--- src/rtl/icache_refill_pkg.sv ---
// icache_refill_pkg: shared state encoding and geometry defaults for the icache refill path
package icache_refill_pkg;
  localparam int ADDR_WIDTH_DEF = 17;
  localparam int BLOCK_WIDTH_DEF = 4;
  localparam int RAM_READ_LATENCY = 1;
  typedef enum logic [2:0] {
    IDLE = 3'd0,
    WAIT_GRANT = 3'd1,
    READ = 3'd2,
    DRAIN = 3'd3,
    DONE = 3'd4
  } state_t;
endpackage

--- src/rtl/icache_refill_line_buffer.sv ---
// refill_line_buffer: byte-indexed write port with full-line read of the refill buffer
module refill_line_buffer #(
  parameter int BLOCK_WIDTH = 4
) (
  input  logic                          clk,
  input  logic                          rst,
  input  logic                          we,
  input  logic [BLOCK_WIDTH-1:0]        idx,
  input  logic [7:0]                    wdata,
  output logic [8*(2**BLOCK_WIDTH)-1:0] line
);
  always_ff @(posedge clk)
    if (rst) line <= '0;
    else if (we) line[8*idx +: 8] <= wdata;
endmodule

--- src/rtl/icache_refill.sv ---
// icache_refill: fetches one cache line byte-wise from RAM and delivers it as a single-cycle block write
module icache_refill
  import icache_refill_pkg::*;
#(
  parameter int ADDR_WIDTH = ADDR_WIDTH_DEF,
  parameter int BLOCK_WIDTH = BLOCK_WIDTH_DEF,
  localparam int BLOCK_SIZE = 2 ** BLOCK_WIDTH
) (
  input  logic                        clkIn,
  input  logic                        resetIn,
  input  logic                        missValid,
  input  logic [ADDR_WIDTH-BLOCK_WIDTH-1:0] missAddr,
  input  logic                        flushIn,
  output logic                        busy,
  output logic                        memDataValid,
  output logic [ADDR_WIDTH-BLOCK_WIDTH-1:0] memAddr,
  output logic [BLOCK_SIZE*8-1:0]     memDataIn,
  output logic                        ramReq,
  input  logic                        ramGrant,
  output logic                        ramReadEnable,
  output logic [ADDR_WIDTH-1:0]       ramAddrOut,
  input  logic [7:0]                  ramDataIn
);
  state_t state;
  logic [ADDR_WIDTH-BLOCK_WIDTH-1:0] line_addr;
  logic [BLOCK_WIDTH-1:0] issue_cnt;
  logic [BLOCK_WIDTH:0] rx_cnt;
  logic pending;
  logic buf_we;
  always_comb begin
    busy = state != IDLE;
    ramReq = (state == WAIT_GRANT) || (state == READ) || (state == DRAIN);
    ramReadEnable = (state == READ) && ramGrant;
    ramAddrOut = {line_addr, issue_cnt};
    memDataValid = (state == DONE) && !flushIn;
    memAddr = line_addr;
    buf_we = pending && !rx_cnt[BLOCK_WIDTH] && !flushIn;
  end
  always_ff @(posedge clkIn)
    if (resetIn) begin
      state <= IDLE;
      line_addr <= '0;
      issue_cnt <= '0;
      rx_cnt <= '0;
      pending <= 1'b0;
    end else begin
      pending <= (state == READ) && ramGrant && !flushIn;
      rx_cnt <= pending ? rx_cnt + 1'b1 : rx_cnt;
      if (flushIn) state <= IDLE;
      else
        case (state)
          IDLE:
            if (missValid) begin
              line_addr <= missAddr;
              issue_cnt <= '0;
              rx_cnt <= '0;
              state <= WAIT_GRANT;
            end
          WAIT_GRANT: state <= ramGrant ? READ : WAIT_GRANT;
          READ:
            if (ramGrant) begin
              issue_cnt <= issue_cnt + 1'b1;
              state <= (&issue_cnt) ? DRAIN : READ;
            end
          DRAIN: state <= DONE;
          default: state <= IDLE;
        endcase
    end
  refill_line_buffer #(.BLOCK_WIDTH(BLOCK_WIDTH)) u_buf (
    .clk(clkIn),
    .rst(resetIn),
    .we(buf_we),
    .idx(rx_cnt[BLOCK_WIDTH-1:0]),
    .wdata(ramDataIn),
    .line(memDataIn)
  );
endmodule

--- config.mk ---
export PLATFORM = sky130hd
export DESIGN_NAME = icache_refill
export DESIGN_NICKNAME = d
export VERILOG_FILES = /design/src/rtl/icache_refill_pkg.sv /design/src/rtl/icache_refill_line_buffer.sv /design/src/rtl/icache_refill.sv
export SDC_FILE = /design/constraint.sdc
export NUM_CORES = 1
export LEC_CHECK = 0
export ABC_CLOCK_PERIOD_IN_PS = 4840
export CELL_PAD_IN_SITES_DETAIL_PLACEMENT = 1
export CELL_PAD_IN_SITES_GLOBAL_PLACEMENT = 1
export CORE_UTILIZATION = 35
export DETAILED_ROUTE_END_ITERATION = 8
export GPL_TIMING_DRIVEN = 0
export PLACE_DENSITY_LB_ADDON = 0.08
export SYNTH_ARGS = -nofsm -noshare
export SYNTH_HDL_FRONTEND = slang
export SYNTH_SLANG_ARGS = --single-unit
--- constraint.sdc ---
create_clock -name clkIn -period 4.84 [get_ports clkIn]
set_input_delay 1.452 -clock clkIn [delete_from_list [all_inputs] [get_ports clkIn]]
set_output_delay 1.452 -clock clkIn [all_outputs]
set_load 0.01 [all_outputs]
==> results.sh, run 1 <==
export IMPL_cts_sinks=154
export IMPL_clockRootBuffer="clkbuf_16"
export IMPL_leakagePower_uw=0.00329
export IMPL_max_slew_worst_pin_slew_ns=1.17
export IMPL_grt_antenna_before_repair=0
export IMPL_clkLatencyLatePin_ns=0.43
export IMPL_hold_path_class="reg -> reg"
export IMPL_start_util_pct=35.7
export IMPL_syn_num_nets=743
export IMPL_htree_levels=4
export IMPL_maxSlewHeadroom_pct=21.2
export IMPL_max_stage_delay_ns=0.62
export IMPL_cp_common_cell="clkdlybuf4s50_1"
export IMPL_max_cap_violations=0
export IMPL_synth_ff_type="dfxtp_1"
export IMPL_setup_violations=0
export IMPL_final_setup_tns_ns=0
export IMPL_routedWlPerCell_um=18.9
export IMPL_multi_input_area_um2=2980
export IMPL_drive_above_1_share_pct=6.59
export IMPL_skew_ns=0.00878
export IMPL_post_route_drc_count=0
export IMPL_cts_tree="yes"
export IMPL_numPlacedInstances=1123
export IMPL_drt_wl_total_mm=21.8
export IMPL_post_route_min_period_ns=4.44
export IMPL_drv_slew=0
export IMPL_place_gp_congestion=0.815
export IMPL_fmax_mhz=225
export IMPL_dieHeight_um=137
export IMPL_cp_max_fo=8
export IMPL_cts_clk_slew_worst_paths_ns=0.06
export IMPL_initialDrtViolationCount=198
export IMPL_ys_warnings_count=0
export IMPL_rsz0062_at_grt="false"
export IMPL_die_x_um=137
export IMPL_fin_cells=1155
export IMPL_synth_compound_area_share_pct=10.6
export IMPL_routed_via_density=5.16
export IMPL_ys_ff_latch=154
export IMPL_synth_cell_types=44
export IMPL_final_nets=943
export IMPL_ant_nets=0
export IMPL_grt_pass1_vias=6220
export IMPL_numPortBuffers=181
export IMPL_synthSimpleGateAreaFrac_pct=23.8
export IMPL_n_fill_cell=2082
export IMPL_detailed_place_hpwl_mm=15.7
export IMPL_synth_edf_count=0
export IMPL_cts_buffer_depth=2
export IMPL_core_area_um2=18000
export IMPL_area_sequential_um2=3080
export IMPL_antenna_cells=0
export IMPL_rows=49
export IMPL_yosysSeqAreaShare_pct=48.1
export IMPL_synthCells=713
export IMPL_grt_pass1_wl_mm=33.5
export IMPL_die_area_um2=18900
export IMPL_cts_resized=0
export IMPL_grtUsageTotal_pct=23.7
export IMPL_grt_max_degree=17
export IMPL_dr_pass1_iters=4
export IMPL_arrival_ns=2.99
export IMPL_cts_buffers_inserted=17
export IMPL_synth_mux_area_share_pct=9.99
export IMPL_irDropWorstVdd_uv=213
export IMPL_syn_to_final_growth_pct=42.5
export IMPL_avgSynthCellArea_um2=8.99
export IMPL_start_kind="primary input"
export IMPL_crit_required_ns=3.39
export IMPL_ys_async_sr_fraction_pct=0
export IMPL_synth_fa_ha_area_share_pct=0.781
export IMPL_postCtsHoldBufs=0
export IMPL_synth_top_family_by_area="simple AND/OR/NAND/NOR gates"
export IMPL_status="finished clean"
export IMPL_vias=5957
export IMPL_synthXorXnorAreaFrac_pct=1.23
export IMPL_endpoint_kind="output port"
export IMPL_slowest_stage="clkdlybuf4s50_1"
export IMPL_cp_cell_sequence="clkdlybuf4s50_1 > nor4b_1 > clkdlybuf4s50_1"
export IMPL_grt_ovfl_total=0
export IMPL_hold_viol_final=0
export IMPL_fin_crit_sh_pct=91.7
export IMPL_io_pins=188
export IMPL_powerDensity_nw_per_um2=309
export IMPL_worst_setup_path_type="in -> out"
export IMPL_syn_area_um2=6410
export IMPL_cts_setup_buffers=0
[power breakdown]
part	internal [uW]	switching, uW
clock network	843	556
registers	1270	5.67
logic	63.5	79.9
[cell usage after synthesis, drive strengths merged (3+ instances only)]
| master | number | area, um2 |
|---|---|---|
| a2111o | 3 | 33.8 |
| a2111oi | 3 | 51.3 |
| a211oi | 3 | 35.0 |
| a21oi | 60 | 300 |
| buf | 21 | 150 |
| clkbuf | 41 | 154 |
| dfxtp | 154 | 3080 |
| ha | 4 | 50.1 |
| inv | 12 | 45.0 |
| mux2i | 64 | 641 |
| nand2 | 84 | 315 |
| nand2b | 79 | 494 |
| nand3 | 37 | 195 |
| nand3b | 15 | 113 |
| nand4 | 11 | 68.8 |
| nor2 | 28 | 108 |
| nor3 | 10 | 55.1 |
| nor4 | 4 | 31.3 |
| nor4b | 3 | 26.3 |
| o21ai | 46 | 230 |
| or3 | 10 | 62.6 |
| xnor2 | 6 | 52.6 |
| xor2 | 3 | 26.3 |
[registers in the layout, indices dropped and copies added, names as in the netlist]
signal	count
u_buf.line	128
memAddr	13
rx_cnt	5
issue_cnt	4
state	3
pending	1
[layer usage]
| layer | part of all wire [%] | track usage [%] | routed length, um |
|---|---|---|---|
| met3 | 4.4 | 5.11 | 965 |
| met1 | 44 | 28.8 | 9620 |
| met2 | 50 | 41.0 | 10800 |
| met5 | 0 | 0 | 0 |
| met4 | 1.9 | 8.18 | 410 |
[logic make-up (layout without fill, tap and decap cells)]
logic type               count (synthesis)  after routing
buffers and inverters                   75            288
XOR/XNOR                                 9              9
AND/OR/NAND/NOR                        289            289
adder cells (fa/ha/maj)                  4              4
AO/OA/AOI/OAI                          118            118
multiplexers                            64             64
flip-flops                             154            154
[layout by cell type (no fill, tap or decap), drive strengths merged, types with 2 or more instances in the layout]
| cell | Yosys | routed |
|---|---|---|
| clkinvlp | 0 | 2 |
| clkbuf | 41 | 60 |
| a211oi | 3 | 3 |
| nor4b | 3 | 3 |
| nand4 | 11 | 11 |
| bufinv | 0 | 3 |
| nand3 | 37 | 37 |
| nor2b | 2 | 2 |
| o21ai | 46 | 46 |
| nor4 | 4 | 4 |
| or3 | 10 | 10 |
| a2111oi | 3 | 3 |
| nor3 | 10 | 10 |
| xor2 | 3 | 3 |
| nand2b | 79 | 79 |
| ha | 4 | 4 |
| nor2 | 28 | 28 |
| xnor2 | 6 | 6 |
| nand2 | 84 | 84 |
| or2 | 2 | 2 |
| inv | 12 | 14 |
| mux2i | 64 | 64 |
| a2111o | 3 | 3 |
| nand3b | 15 | 15 |
| clkdlybuf4s50 | 0 | 181 |
| clkinv | 1 | 7 |
| a21oi | 60 | 60 |
| buf | 21 | 21 |
| dfxtp | 154 | 154 |
[worst paths after layout]
| kind | startpoint | end | slack (ns) | cells past startpoint |
|---|---|---|---|---|
| setup / recovery | flushIn | memDataValid | 0.40 | 3 |
| hold / removal | u_buf.line[48]$_SDFFE_PP0P_ | u_buf.line[48]$_SDFFE_PP0P_ | 0.46 | 2 |
| setup reg to reg | rx_cnt[0]$_SDFF_PP0_ | u_buf.line[21]$_SDFFE_PP0P_ | 1.22 | 8 |
| hold reg to reg | u_buf.line[48]$_SDFFE_PP0P_ | u_buf.line[48]$_SDFFE_PP0P_ | 0.46 | 2 |
[area by class of cell]
class | instances | area share, %
inverters | 13 | 0.534
repair buffers | 181 | 19.8
clock inverters | 13 | 1.84
plain buffers | 62 | 3.33
clock buffers | 19 | 4.96
well taps | 229 | 3.14
flip-flops and latches | 154 | 33.7
multi-input cells | 484 | 32.6
[worst max-delay path, delay by kind of cell]
family | cells | cell delay, ns
buf+inv | 2 | 1.21
simple gates | 1 | 0.32
[per-stage QoR]
| stage | hold WS [ns] | power [uW] | instance area, um2 | worst slack, ns | util [%] |
|---|---|---|---|---|---|
| floorplan | 0.476 | 1380 | 6410 | 1.50 | - |
| global route | 0.485 | 2910 | 9140 | 0.370 | 50.9 |
| CTS | 0.466 | 2840 | 9130 | 0.409 | 50.8 |
| global placement | 0.442 | 1450 | 8510 | 0.429 | 47.4 |
| detailed placement | 0.454 | 1450 | 8510 | 0.393 | 47.4 |
| finish | 0.464 | 2820 | 9140 | 0.403 | 50.9 |
Power figures use the tool's default switching activity.
==> inputs of run 2 (changes only) <==
--- a/config.mk
+++ b/config.mk
@@ -11,7 +11,8 @@
 export CORE_UTILIZATION = 35
 export DETAILED_ROUTE_END_ITERATION = 8
 export GPL_TIMING_DRIVEN = 0
-export PLACE_DENSITY_LB_ADDON = 0.08
+export PLACE_DENSITY_LB_ADDON = 0.1
 export SYNTH_ARGS = -nofsm -noshare
 export SYNTH_HDL_FRONTEND = slang
+export SYNTH_HIERARCHICAL = 1
 export SYNTH_SLANG_ARGS = --single-unit
==> results.sh, run 2 <==
export IMPL_status="finished clean"
export IMPL_synth_top_area_share_pct=50.1
export IMPL_cts_setup_buffers=0
export IMPL_arrival_ns=2.88
export IMPL_setup_violations=0
export IMPL_ys_warnings_count=6
export IMPL_cts_buffers_inserted=17
export IMPL_synth_ff_type="dfxtp_1"
export IMPL_routed_via_density=5.25
export IMPL_die_x_um=135
export IMPL_worst_setup_path_type="in -> out"
export IMPL_fmax_mhz=231
export IMPL_final_nets=838
export IMPL_synth_area_top_cells="dfxtp_1 (50%), a22o_1 (8.0%), a21oi_1 (3.4%), nand3b_1 (3.2%), mux2i_1 (2.9%)"
export IMPL_postCtsHoldBufs=0
export IMPL_r2r_slack_ns=2.19
export IMPL_rsz0062_at_grt="false"
export IMPL_hold_ws_ns=0.463
export IMPL_r2r_cells=5
export IMPL_cts_sinks=154
export IMPL_detailed_place_hpwl_mm=14.5
export IMPL_numPortBuffers=185
export IMPL_synth_commonest_cells="dfxtp_1 (154), a22o_1 (56), a21oi_1 (42)"
export IMPL_cts_clk_slew_worst_paths_ns=0.06
export IMPL_io_pins=188
export IMPL_min_to="u_buf/line[122]$_SDFFE_PP0P_"
export IMPL_setup_ws_ns=0.508
export IMPL_drv_slew=0
export IMPL_r2r_end="u_buf/line[101]$_SDFFE_PP0P_"
export IMPL_yosys_area_top_type="dfxtp_1"
export IMPL_grt_ovfl_total=0
export IMPL_grtUsageTotal_pct=22.0
export IMPL_cts_resized=0
export IMPL_yosysSeqAreaShare_pct=50.1
export IMPL_htree_levels=4
export IMPL_dr_pass1_iters=4
export IMPL_synth_edf_count=0
export IMPL_powerDensity_nw_per_um2=310
export IMPL_start_kind="primary input"
export IMPL_grt_antenna_before_repair=0
export IMPL_final_common_cell="clkdlybuf4s50_1"
export IMPL_syn_num_nets=634
export IMPL_skew_ns=0.0109
export IMPL_cp_common_cell="clkdlybuf4s50_1"
export IMPL_hold_path_class="reg -> reg"
export IMPL_largest_reg_flops=128
export IMPL_irDropWorstVdd_uv=196
export IMPL_avgSynthCellArea_um2=10.2
export IMPL_grt_max_degree=17
export IMPL_leakagePower_uw=0.00310
export IMPL_drt_wl_total_mm=19.7
export IMPL_cp_cell_sequence="clkdlybuf4s50_1 > nor4b_1 > clkdlybuf4s50_1"
export IMPL_cts_tree="yes"
export IMPL_numPlacedInstances=1014
export IMPL_max_cap_violations=0
export IMPL_endpoint_kind="output port"
export IMPL_vias=5494
export IMPL_fin_util_pct=51.5
export IMPL_routedWlPerCell_um=18.8
export IMPL_r2r_start="pending$_SDFF_PP0_"
export IMPL_fin_cells=1046
export IMPL_place_ws_ns=0.482
export IMPL_grt_pass1_wl_mm=30.8
export IMPL_rows=48
export IMPL_synthCells=604
export IMPL_max_slew_worst_pin_slew_ns=0.913
export IMPL_grt_pass1_vias=5680
export IMPL_syn_area_um2=6160
export IMPL_synth_most_common_cell="dfxtp_1"
export IMPL_place_gp_congestion=0.792
export IMPL_post_route_min_period_ns=4.33
export IMPL_slowest_stage="clkdlybuf4s50_1"
export IMPL_start_util_pct=35.7
export IMPL_ys_ff_latch=154
export IMPL_antenna_cells=0
export IMPL_ys_async_sr_fraction_pct=0
export IMPL_cp_max_fo=7
export IMPL_core_area_um2=17200
export IMPL_ant_nets=0
export IMPL_cts_buffer_depth=2
export IMPL_max_stage_delay_ns=0.59
export IMPL_hold_viol_final=0
export IMPL_clockRootBuffer="clkbuf_16"
export IMPL_maxSlewHeadroom_pct=38.6
export IMPL_die_area_um2=18100
export IMPL_dieHeight_um=135
export IMPL_crit_required_ns=3.39
export IMPL_top_register="u_buf/line"
export IMPL_fin_crit_sh_pct=89.5
export IMPL_drive_above_1_share_pct=10.7
export IMPL_clkLatencyLatePin_ns=0.42
export IMPL_synth_cell_types=61
export IMPL_syn_to_final_growth_pct=44.2
export IMPL_min_path_cells=2
export IMPL_final_setup_tns_ns=0
export IMPL_post_route_drc_count=0
export IMPL_layout_common_cells="clkdlybuf4s50_1 (185), dfxtp_1 (154), a22o_1 (56), a21oi_1 (42), nand3_1 (34)"
export IMPL_initialDrtViolationCount=245
export IMPL_hold_start="u_buf/line[122]$_SDFFE_PP0P_"
run 2: cell types whose count changed after synthesis, moves of 6 or more:
cell | previous run | this run
inv_1 | 12 | 6
a22o_1 | 0 | 56
nor3b_1 | 0 | 12
o21ai_0 | 46 | 21
mux2i_1 | 64 | 18
a31o_2 | 0 | 7
nand4_1 | 11 | 3
clkbuf_1 | 41 | 28
o31ai_1 | 0 | 16
nand2_1 | 84 | 31
a21oi_1 | 60 | 42
nand2b_1 | 79 | 20
nand3b_1 | 15 | 26
run 2: layer usage:
metal  vias up  global-route usage (%)  share of wire [%]
met3        13                    4.95                5.3
met1      2723                    27.9                 45
met5         -                       0                  0
met4         0                    5.87                1.1
li1       2606                       -                  -
met2       152                    37.4                 49
run 2: worst max path at each step:
stage | start | endpoint | slack [ns] | cells after the start
6_report | flushIn | memDataValid | 0.51 | 3
5_1_grt | flushIn | memDataValid | 0.43 | 3
4_1_cts | flushIn | memDataValid | 0.48 | 3
3_5_place_dp | flushIn | memDataValid | 0.48 | 3
3_3_place_gp | flushIn | memDataValid | 0.51 | 3
2_1_floorplan | flushIn | memDataValid | 1.50 | 1
run 2: through the flow:
stage	power, uW	area (um2)
2_1_floorplan	1370	6160
3_5_place_dp	1450	8290
6_report	2750	8880
5_1_grt	2840	8880
3_3_place_gp	1450	8290
4_1_cts	2780	8880
run 2: layout make-up:
| type | instances | area (um2) |
|---|---|---|
| repair buffers | 185 | 1850 |
| well taps | 225 | 282 |
| fillers | 1876 | 8360 |
| clock inverters | 14 | 160 |
| inverters | 6 | 22.5 |
| plain buffers | 56 | 315 |
| multi-input cells | 388 | 2740 |
| flip-flops and latches | 154 | 3080 |
| clock buffers | 18 | 429 |
run 2: worst max-delay path: cells and delay by family:
family / cells / cell delay (ns)
AND/OR/NAND/NOR: 1 / 0.31
buffers and inverters: 2 / 1.12
run 2: where the power goes:
part	internal [uW]	leakage (uW)	total, uW	switching, uW
Clock	774	0.000286	1330	559
Sequential	1270	0.00124	1280	4.89
Combinational	60.3	0.00157	143	83.0
Total	2110	0.00310	2750	647
run 2: cells by family after synthesis:
group,Yosys count,synth area share [%]
buffers and inverters,62,5.49
and+or+nand+nor,195,19.8
DFF,154,50.1
muxes,18,2.93
AOI/OAI and AO/OA,165,20.0
xor gates and xnor gates,6,0.854
adders and majority gates,4,0.813
